File: src/rtl/uart_tx_arbiter.sv
// uart_tx_arbiter: round-robin sharing of one UART byte transmitter.
// Grants one requester, pulses start, waits for done or a timeout.
module uart_tx_arbiter #(
  parameter  int REQ_NUM        = 4,
  parameter  int TX_TIMEOUT_MAX = 52079,
  localparam int OW             = $clog2(REQ_NUM),
  localparam int CW             = $clog2(TX_TIMEOUT_MAX + 1)
) (
  input  logic                 i_sysclk,
  input  logic                 i_rst_n,
  input  logic [REQ_NUM-1:0]   i_req,
  input  logic [8*REQ_NUM-1:0] i_data,
  output logic [REQ_NUM-1:0]   o_ack,
  output logic                 o_tx_start,
  output logic [7:0]           o_tx_data,
  input  logic                 i_tx_done,
  output logic                 o_busy,
  output logic [OW-1:0]        o_owner,
  output logic                 o_err
);

  typedef enum logic {
    S_IDLE,
    S_WAIT
  } state_t;

  state_t             r_state;
  state_t             w_state;
  logic [OW-1:0]      r_ptr;
  logic [OW-1:0]      w_ptr;
  logic [OW-1:0]      r_owner;
  logic [OW-1:0]      w_owner;
  logic [CW-1:0]      r_cnt;
  logic [CW-1:0]      w_cnt;
  logic [REQ_NUM-1:0] r_ack;
  logic [REQ_NUM-1:0] w_ack;
  logic [7:0]         r_data;
  logic [7:0]         w_data;
  logic               r_start;
  logic               w_start;
  logic               r_busy;
  logic               w_busy;
  logic               r_err;
  logic               w_err;

  logic               w_gnt_vld;
  logic [OW-1:0]      w_gnt_idx;
  logic [OW-1:0]      w_owner_inc;

  // pick the first pending requester at or after the rr pointer
  always_comb begin : p_gnt
    int k;
    w_gnt_vld = 1'b0;
    w_gnt_idx = '0;
    k         = 0;
    for (int i = REQ_NUM - 1; i >= 0; i--) begin
      k = int'(r_ptr) + i;
      if (k >= REQ_NUM) k = k - REQ_NUM;
      if (i_req[k]) begin
        w_gnt_vld = 1'b1;
        w_gnt_idx = OW'(k);
      end
    end
  end

  // pointer after the current owner, wrapping for any REQ_NUM
  always_comb begin
    w_owner_inc = (r_owner == OW'(REQ_NUM - 1)) ?
                  '0 : r_owner + OW'(1);
  end

  // next-state and registered-output values
  always_comb begin
    w_state = r_state;
    w_ptr   = r_ptr;
    w_owner = r_owner;
    w_cnt   = r_cnt;
    w_ack   = '0;
    w_data  = r_data;
    w_start = 1'b0;
    w_busy  = r_busy;
    w_err   = 1'b0;
    unique case (r_state)
      S_IDLE: begin
        if (w_gnt_vld) begin
          w_state = S_WAIT;
          w_ack   = REQ_NUM'(1) << w_gnt_idx;
          w_start = 1'b1;
          w_data  = i_data[8*w_gnt_idx +: 8];
          w_owner = w_gnt_idx;
          w_busy  = 1'b1;
          w_cnt   = '0;
        end
      end
      S_WAIT: begin
        if (i_tx_done) begin
          w_state = S_IDLE;
          w_busy  = 1'b0;
          w_ptr   = w_owner_inc;
        end else if (r_cnt == CW'(TX_TIMEOUT_MAX)) begin
          w_state = S_IDLE;
          w_busy  = 1'b0;
          w_err   = 1'b1;
          w_ptr   = w_owner_inc;
        end else begin
          w_cnt = r_cnt + CW'(1);
        end
      end
      default: w_state = S_IDLE;
    endcase
  end

  // state and output registers
  always_ff @(posedge i_sysclk or negedge i_rst_n) begin
    if (!i_rst_n) begin
      r_state <= S_IDLE;
      r_ptr   <= '0;
      r_owner <= '0;
      r_cnt   <= '0;
      r_ack   <= '0;
      r_data  <= 8'h00;
      r_start <= 1'b0;
      r_busy  <= 1'b0;
      r_err   <= 1'b0;
    end else begin
      r_state <= w_state;
      r_ptr   <= w_ptr;
      r_owner <= w_owner;
      r_cnt   <= w_cnt;
      r_ack   <= w_ack;
      r_data  <= w_data;
      r_start <= w_start;
      r_busy  <= w_busy;
      r_err   <= w_err;
    end
  end

  assign o_ack      = r_ack;
  assign o_tx_start = r_start;
  assign o_tx_data  = r_data;
  assign o_busy     = r_busy;
  assign o_owner    = r_owner;
  assign o_err      = r_err;

endmodule
File: config.mk
export PLATFORM = sky130hd
export DESIGN_NAME = uart_tx_arbiter
export DESIGN_NICKNAME = d
export VERILOG_FILES = /design/src/rtl/uart_tx_arbiter.sv
export SDC_FILE = /design/constraint.sdc
export NUM_CORES = 1
export LEC_CHECK = 0
export CORE_UTILIZATION = 27
export DETAILED_ROUTE_END_ITERATION = 10
export SYNTH_ARGS = -nofsm -noshare
export SYNTH_HDL_FRONTEND = slang
export SYNTH_SLANG_ARGS = --single-unit
File: constraint.sdc
create_clock -name i_sysclk -period 1.5 [get_ports i_sysclk]
set_input_delay 0.225 -clock i_sysclk [delete_from_list [all_inputs] [get_ports i_sysclk]]
set_output_delay 0.225 -clock i_sysclk [all_outputs]
set_load 0.05 [all_outputs]
==> results of run 1 <==
[report_power, final]
group	switching, mW	internal [mW]
Clock	0.349	0.832
Combinational	1.51	1.24
Sequential	0.236	1.23
[layout by cell type (no fill, tap or decap), types with 3 or more instances in the layout]
master / count
buf_4: 51
clkdlybuf4s50_1: 36
dfrtp_1: 35
nand2_1: 18
nor2_1: 14
and3_1: 10
mux2i_1: 8
a21boi_0: 8
o211ai_1: 8
xor2_1: 7
o21ai_1: 7
nand3_1: 6
buf_12: 6
clkbuf_8: 5
buf_6: 5
o21ai_2: 4
a21o_1: 3
nor3_2: 3
inv_1: 3
nand3_2: 3
o211ai_2: 3
bufinv_16: 3
[registers in the layout, indices dropped and copies added, names as in the netlist, 2 cells and up]
name,flops
r_cnt,16
o_tx_data,8
r_ptr,2
o_ack,4
o_owner,2
[tightest hold or removal path: stages, from the launching register on]
cell	delay, ns
dfrtp_1	0.35
nand2_1	0.05
o211ai_1	0.07
[path summary, 6_finish.rpt]
kind                               from            to  slack, ns  cells past startpoint
min                        o_tx_data[0]  o_tx_data[0]       0.50                      2
max reg2reg                    r_cnt[0]      r_cnt[2]      -0.17                      8
min reg2reg                o_tx_data[0]  o_tx_data[0]       0.50                      2
max                            r_cnt[0]      r_cnt[2]      -0.17                      8
max in group asynchronous       i_rst_n      r_ptr[1]       0.63                      3
min in group asynchronous       i_rst_n      o_ack[3]       0.51                      3
[cells in the mapped netlist, drive strengths merged (7+ instances only)]
cell	number	area, um2
dfrtp	36	901
o21ai	14	77.6
and3	12	77.6
xor2	7	61.3
nand2	21	78.8
mux2i	9	90.1
o211ai	11	97.6
nor2	14	52.6
a21boi	8	60.1
nand3	9	45.0
[metal layers]
layer	vias up	routed length [um]	share of wire, %	GRT usage, %
li1	887	-	-	-
met1	809	2240	46	18.2
met2	45	2270	47	21.8
met3	8	247	5.1	3.90
met4	0	87	1.8	5.45
met5	-	0	0	0
[through the flow]
step                      setup TNS [ns]  worst slack, ns
after detailed placement           -7.20           -0.386
final                              -1.29           -0.168
after global placement             -6.77           -0.341
after floorplan                  -0.0191          -0.0191
after CTS                         -0.916           -0.173
after global routing               -2.81           -0.236
[timing repair]
item | in CTS | in global routing
resized for setup | 22 | 21
endpoints found under the setup margin | 20 | 29
hold buffers | 1 | 0
gates cloned | 0 | 1
setup buffers | 3 | 2
endpoints found under the hold margin | 36 | 0
pin swaps | 9 | 8
[logic make-up (layout without fill, tap and decap cells)]
family / after synthesis / after routing / synth area share [%]
adder cells (fa/ha/maj): 2 / 2 / 1.29
AND/OR/NAND/NOR: 78 / 79 / 22.3
flip-flops: 36 / 36 / 46.4
multiplexers: 10 / 10 / 5.41
XOR/XNOR: 9 / 9 / 4.06
buffers and inverters: 10 / 112 / 3.15
AO/OA/AOI/OAI: 45 / 45 / 17.5
[layout make-up]
| cell class | instances | area [um2] | area share (%) |
|---|---|---|---|
| multi-input cells | 145 | 1100 | 34.0 |
| repair buffers | 101 | 947 | 29.2 |
| flip-flops and latches | 36 | 902 | 27.8 |
| well taps | 96 | 120 | 3.71 |
| clock inverters | 3 | 90.1 | 2.78 |
| clock buffers | 5 | 68.8 | 2.12 |
| inverters | 3 | 11.3 | 0.347 |
==> results.cfg, run 1 <==
[cells_and_area]
diodes = 0
fill_cells = 648
layout-drive-gt1-share_pct = 36.9
syn2layout_area_growth_pct = 66.8
finalInstanceArea_um2 = 3240
instances_no_fill = 389
nNetsFinal = 333
final_core_util_pct = 47.2

[route]
drc = 0
ant_nets = 0
drt_wl_total_um = 4840
num_vias = 1749
dr.pass1.iters = 4
drt-vias-per-instance = 4.50
drt_iter0_drc = 58
wire_per_inst_um = 12.4

[clock_tree]
cts_tree = yes
clock_latency_ns = 0.29
clk_transition_reported_paths_ns = 0.07
htreeDepth = 2
clkSinkCount = 36
clock_path_buffers = 2
cts_buffers = 5
cts_root_buf = clkbuf_8

[timing]
relSlewSlack_pct = 69.3
finalSetupViolations = 12
fmax_ghz = 0.599
period_needed_ns = 1.67
fin_hold_ws_ns = 0.504
worstMarginPinSlew_ns = 0.461
timing.final.crit_share_pct = 111
layout_setup_ws_ns = -0.168
hold_viol_final = 0
drv_slew = 0
rsz0062_at_grt = yes
fin_skew_ns = 0.00804

[pwr]
ir_drop_mv = 0.677
p_leak_nw = 1.48
p_total_mw = 5.40
power_density_nw_per_um2 = 1670

[yosys]
ys_seq_area_share_pct = 46.4
synth-seq-cells = 36
synth_cell_types = 43
syn_nets = 231
synthFlopType = dfrtp_1
syn_area_um2 = 1940
synthesis.instances = 190
synth_area_per_cell_um2 = 10.2
synth_edf_count = 0
synth_warnings = 0
async_flop_share_pct = 100

[flow_run]
cap_violations = 0

[setup_path]
crit_chain = ha_4 > nand4_1 > nor4_4 > buf_4 > buf_6 > or2_4 > o211ai_2 > o31ai_1
critPathMaxFanout = 5
worstSetupPathType = reg -> reg
arrival_ns = 1.86
cp-start-kind = flip-flop
critical-path-slowest-cell = dfrtp_1
critPathTopFamily = simple AND/OR/NAND/NOR gates
cp_data_required_time_ns = 1.69
critical_path_buf_inv_count = 2
slowest_delay_ns = 0.40
critPathCaptureType = flip-flop

[global_routing]
antenna_found_initial = 0
grt_remaining_overflow = 0
grt_pass1_vias = 1782
grt_pass1_wl_um = 8130
grt_max_degree = 37
track_usage_pct = 13.9

[floorplan]
die_h_um = 86.8
io_pins = 56
core_um2 = 6870
dieWidth_um = 86.8
rows = 30
start_util_pct = 28.3
die_area_um2 = 7540

[place]
place_area_um2 = 2900
placedCellCount = 375
gp_congestion = 0.732
dp_hpwl_um = 3600
port_buffers = 55

[hold_path]
hp-class = reg -> reg

[outcome]
violations = negative setup slack
outcome = complete, but fails checks
Note: power is estimated with default switching activity, not from simulation.
==> inputs of run 2 (changes only) <==
--- a/config.mk
+++ b/config.mk
@@ -5,6 +5,7 @@
 export SDC_FILE = /design/constraint.sdc
 export NUM_CORES = 1
 export LEC_CHECK = 0
+export ABC_AREA = 1
 export CORE_UTILIZATION = 27
 export DETAILED_ROUTE_END_ITERATION = 10
 export SYNTH_ARGS = -nofsm -noshare
==> run 2 against run 1 <==
The run still ends with negative setup slack left. Register-to-register slack got worse by 0.18 ns. Wire length increased by 51%. Clock-buffer cell count did not move. Hold slack lost 0.018 ns. Total power increased by 81%. Cell count grew 35%. Combinational power rose to 2.7 times the previous value. Sequential share of layout area down 5.7 points. Worst setup slack lost 0.18 ns. Critical path type unchanged.
==> results.cfg, run 2 <==
[timing]
timing.final.crit_share_pct = 123
period_needed_ns = 1.84
rsz0062_at_grt = yes
relSlewSlack_pct = 68.2
fmax_ghz = 0.542
fin_hold_ws_ns = 0.486
finalSetupViolations = 33
fin_skew_ns = 0.00376
worstMarginPinSlew_ns = 0.476
layout_setup_ws_ns = -0.344
hold_viol_final = 0
drv_slew = 0

[floorplan]
rows = 32
start_util_pct = 28.6
io_pins = 56
die_area_um2 = 8720
dieWidth_um = 93.4
core_um2 = 7890
die_h_um = 93.4

[clock_tree]
cts_buffers = 5
cts_tree = yes
clk_transition_reported_paths_ns = 0.08
clock_path_buffers = 2
cts_root_buf = clkbuf_8
htreeDepth = 2
clkSinkCount = 36
clock_latency_ns = 0.30

[setup_path]
cp_data_required_time_ns = 1.74
slowest_delay_ns = 0.48
critical-path-slowest-cell = dfrtp_2
r2r_end = o_tx_data[0]
ff2ff_setup_slack_ns = -0.34
critPathCaptureType = flip-flop
cp-start-kind = flip-flop
timing.rr.start = r_ptr[0]
reg2reg_depth = 12
arrival_ns = 2.09
worstSetupPathType = reg -> reg
crit_chain = buf_4 > nand2_2 > nand2_4 > nand2_4 > buf_4 > nand2_1 > a31oi_4 > buf_6 > clkinv_8 > nand3_2 > nand3_2 > nand2_1
critPathMaxFanout = 7

[place]
place_area_um2 = 3260
gp_congestion = 0.825
dp_hpwl_um = 4720
port_buffers = 55

[yosys]
syn_area_um2 = 2250
ys_seq_area_share_pct = 40.0
synth_warnings = 0
synth_top_area_cell = dfrtp_1
synth_edf_count = 0
ys_top_cells_by_count = nand2_1, nand3_1, dfrtp_1
synth_most_common_cell = nand2_1
synthFlopType = dfrtp_1
synthesis.instances = 305
synth-seq-cells = 36
synth_cell_types = 26
yosys-top-cells-area = dfrtp_1, nand2_1, nand3_1
async_flop_share_pct = 100
synth_area_per_cell_um2 = 7.39
netlist.area_leader.share_pct = 40.0
syn_nets = 346

[pwr]
p_leak_nw = 1.88
ir_drop_mv = 0.763
power_density_nw_per_um2 = 2400

[route]
drt_iter0_drc = 149
dr.pass1.iters = 4
wire_per_inst_um = 13.9
ant_nets = 0
drt_wl_total_um = 7300
num_vias = 2511
drc = 0
drt-vias-per-instance = 4.78

[global_routing]
antenna_found_initial = 0
grt_pass1_vias = 2334
track_usage_pct = 16.1
grt_pass1_wl_um = 10900
grt_max_degree = 37
grt_remaining_overflow = 0

[cells_and_area]
diodes = 0
syn2layout_area_growth_pct = 81.0
seq_area_um2 = 902
fill_cells = 719
multiInputGateArea_um2 = 1660
final_core_util_pct = 51.7
layout_common_cells = buf_4, nand2_1, clkdlybuf4s50_1, dfrtp_1, nand3_2
finalInstanceArea_um2 = 4080
nNetsFinal = 463
largest-register = r_cnt
largest_reg_flops = 16
layout_commonest_cell = buf_4
layout-drive-gt1-share_pct = 46.8

[flow_run]
cap_violations = 0

[hold_path]
hold_end = o_tx_data[0]
hold_depth = 2
hp-class = reg -> reg
hold_start = o_tx_data[0]

[outcome]
violations = negative setup slack
outcome = complete, but fails checks
-- run 2: cell types whose count changed after synthesis, sizes merged, moves of 5 or more --
cell,delta
nor2,+14
inv,+25
nor3,+9
and3,-12
nand3,+52
buf,+5
a21oi,+5
o211ai,-11
a21boi,-8
nand2,+77
mux2i,-9
-- run 2: per-stage QoR --
step / setup TNS [ns] / power [mW] / worst slack, ns / cells
after global routing: -12.69 / 10.4 / -0.466 / 525
final: -8.85 / 9.79 / -0.344 / 525
after CTS: -6.77 / 8.25 / -0.281 / 514
after global placement: -11.93 / 6.49 / -0.469 / 494
after floorplan: -2.33 / 5.02 / -0.169 / 305
after detailed placement: -12.49 / 6.58 / -0.507 / 494
-- run 2: worst max-delay path by stage --
stage                         endpoint     start
after floorplan           o_tx_data[5]  r_ptr[0]
after global placement    o_tx_data[0]  i_req[1]
after detailed placement  o_tx_data[5]  i_req[2]
after CTS                 o_tx_data[0]  r_ptr[0]
after global routing      o_tx_data[6]  r_ptr[0]
final                     o_tx_data[0]  r_ptr[0]
-- run 2: metal layers --
layer	GRT usage, %	up-vias	part of all wire, %
met1	19.7	1187	42
met2	27.8	73	51
met5	0	-	0
li1	-	1236	-
met4	6.54	0	2.5
met3	2.76	15	4.9
-- run 2: kinds of logic after synthesis --
| logic type | count (synthesis) | synth area share, % |
|---|---|---|
| AOI/OAI and AO/OA | 18 | 4.89 |
| xor gates and xnor gates | 5 | 1.94 |
| adders and majority gates | 2 | 1.11 |
| buffers and inverters | 37 | 8.33 |
| DFF | 36 | 40.0 |
| and+or+nand+nor | 207 | 43.8 |
-- run 2: area by class of cell --
type	instances	area share, %
inverters	28	3.19
multi-input cells	235	40.6
well taps	102	3.13
clock inverters	3	1.04
clock buffers	5	1.69
repair inverters	1	0.399
repair buffers	115	27.9
flip-flops and latches	36	22.1
-- run 2: timing repair --
action                                  CTS  global route
hold buffers                              1             0
endpoints found under the setup margin   35            35
endpoints found under the hold margin    36             0
gates resized for setup                  42            85
buffers inserted                          9             8
pin swaps                                15            42
gates cloned                              2             4
-- run 2: critical path, delay by kind of cell, from the launching register on --
kind / cells / cell delay, ns
and+or+nand+nor: 7 / 0.48
DFF: 1 / 0.48
AOI/OAI and AO/OA: 1 / 0.32
buffers and inverters: 4 / 0.50
-- run 2: power by group --
| part | internal, mW | switching (mW) | total, mW |
|---|---|---|---|
| registers | 1.26 | 0.255 | 1.52 |
| clock network | 0.492 | 0.382 | 0.874 |
| logic | 3.10 | 4.29 | 7.40 |
==> inputs of run 3 (changes only) <==
--- a/config.mk
+++ b/config.mk
@@ -8,6 +8,7 @@
 export ABC_AREA = 1
 export CORE_UTILIZATION = 27
 export DETAILED_ROUTE_END_ITERATION = 10
+export HOLD_SLACK_MARGIN = 0.15
 export SYNTH_ARGS = -nofsm -noshare
 export SYNTH_HDL_FRONTEND = slang
 export SYNTH_SLANG_ARGS = --single-unit
==> results of run 3 <==
Same layout as run 2: the final DEF is identical, and so are final timing and power.
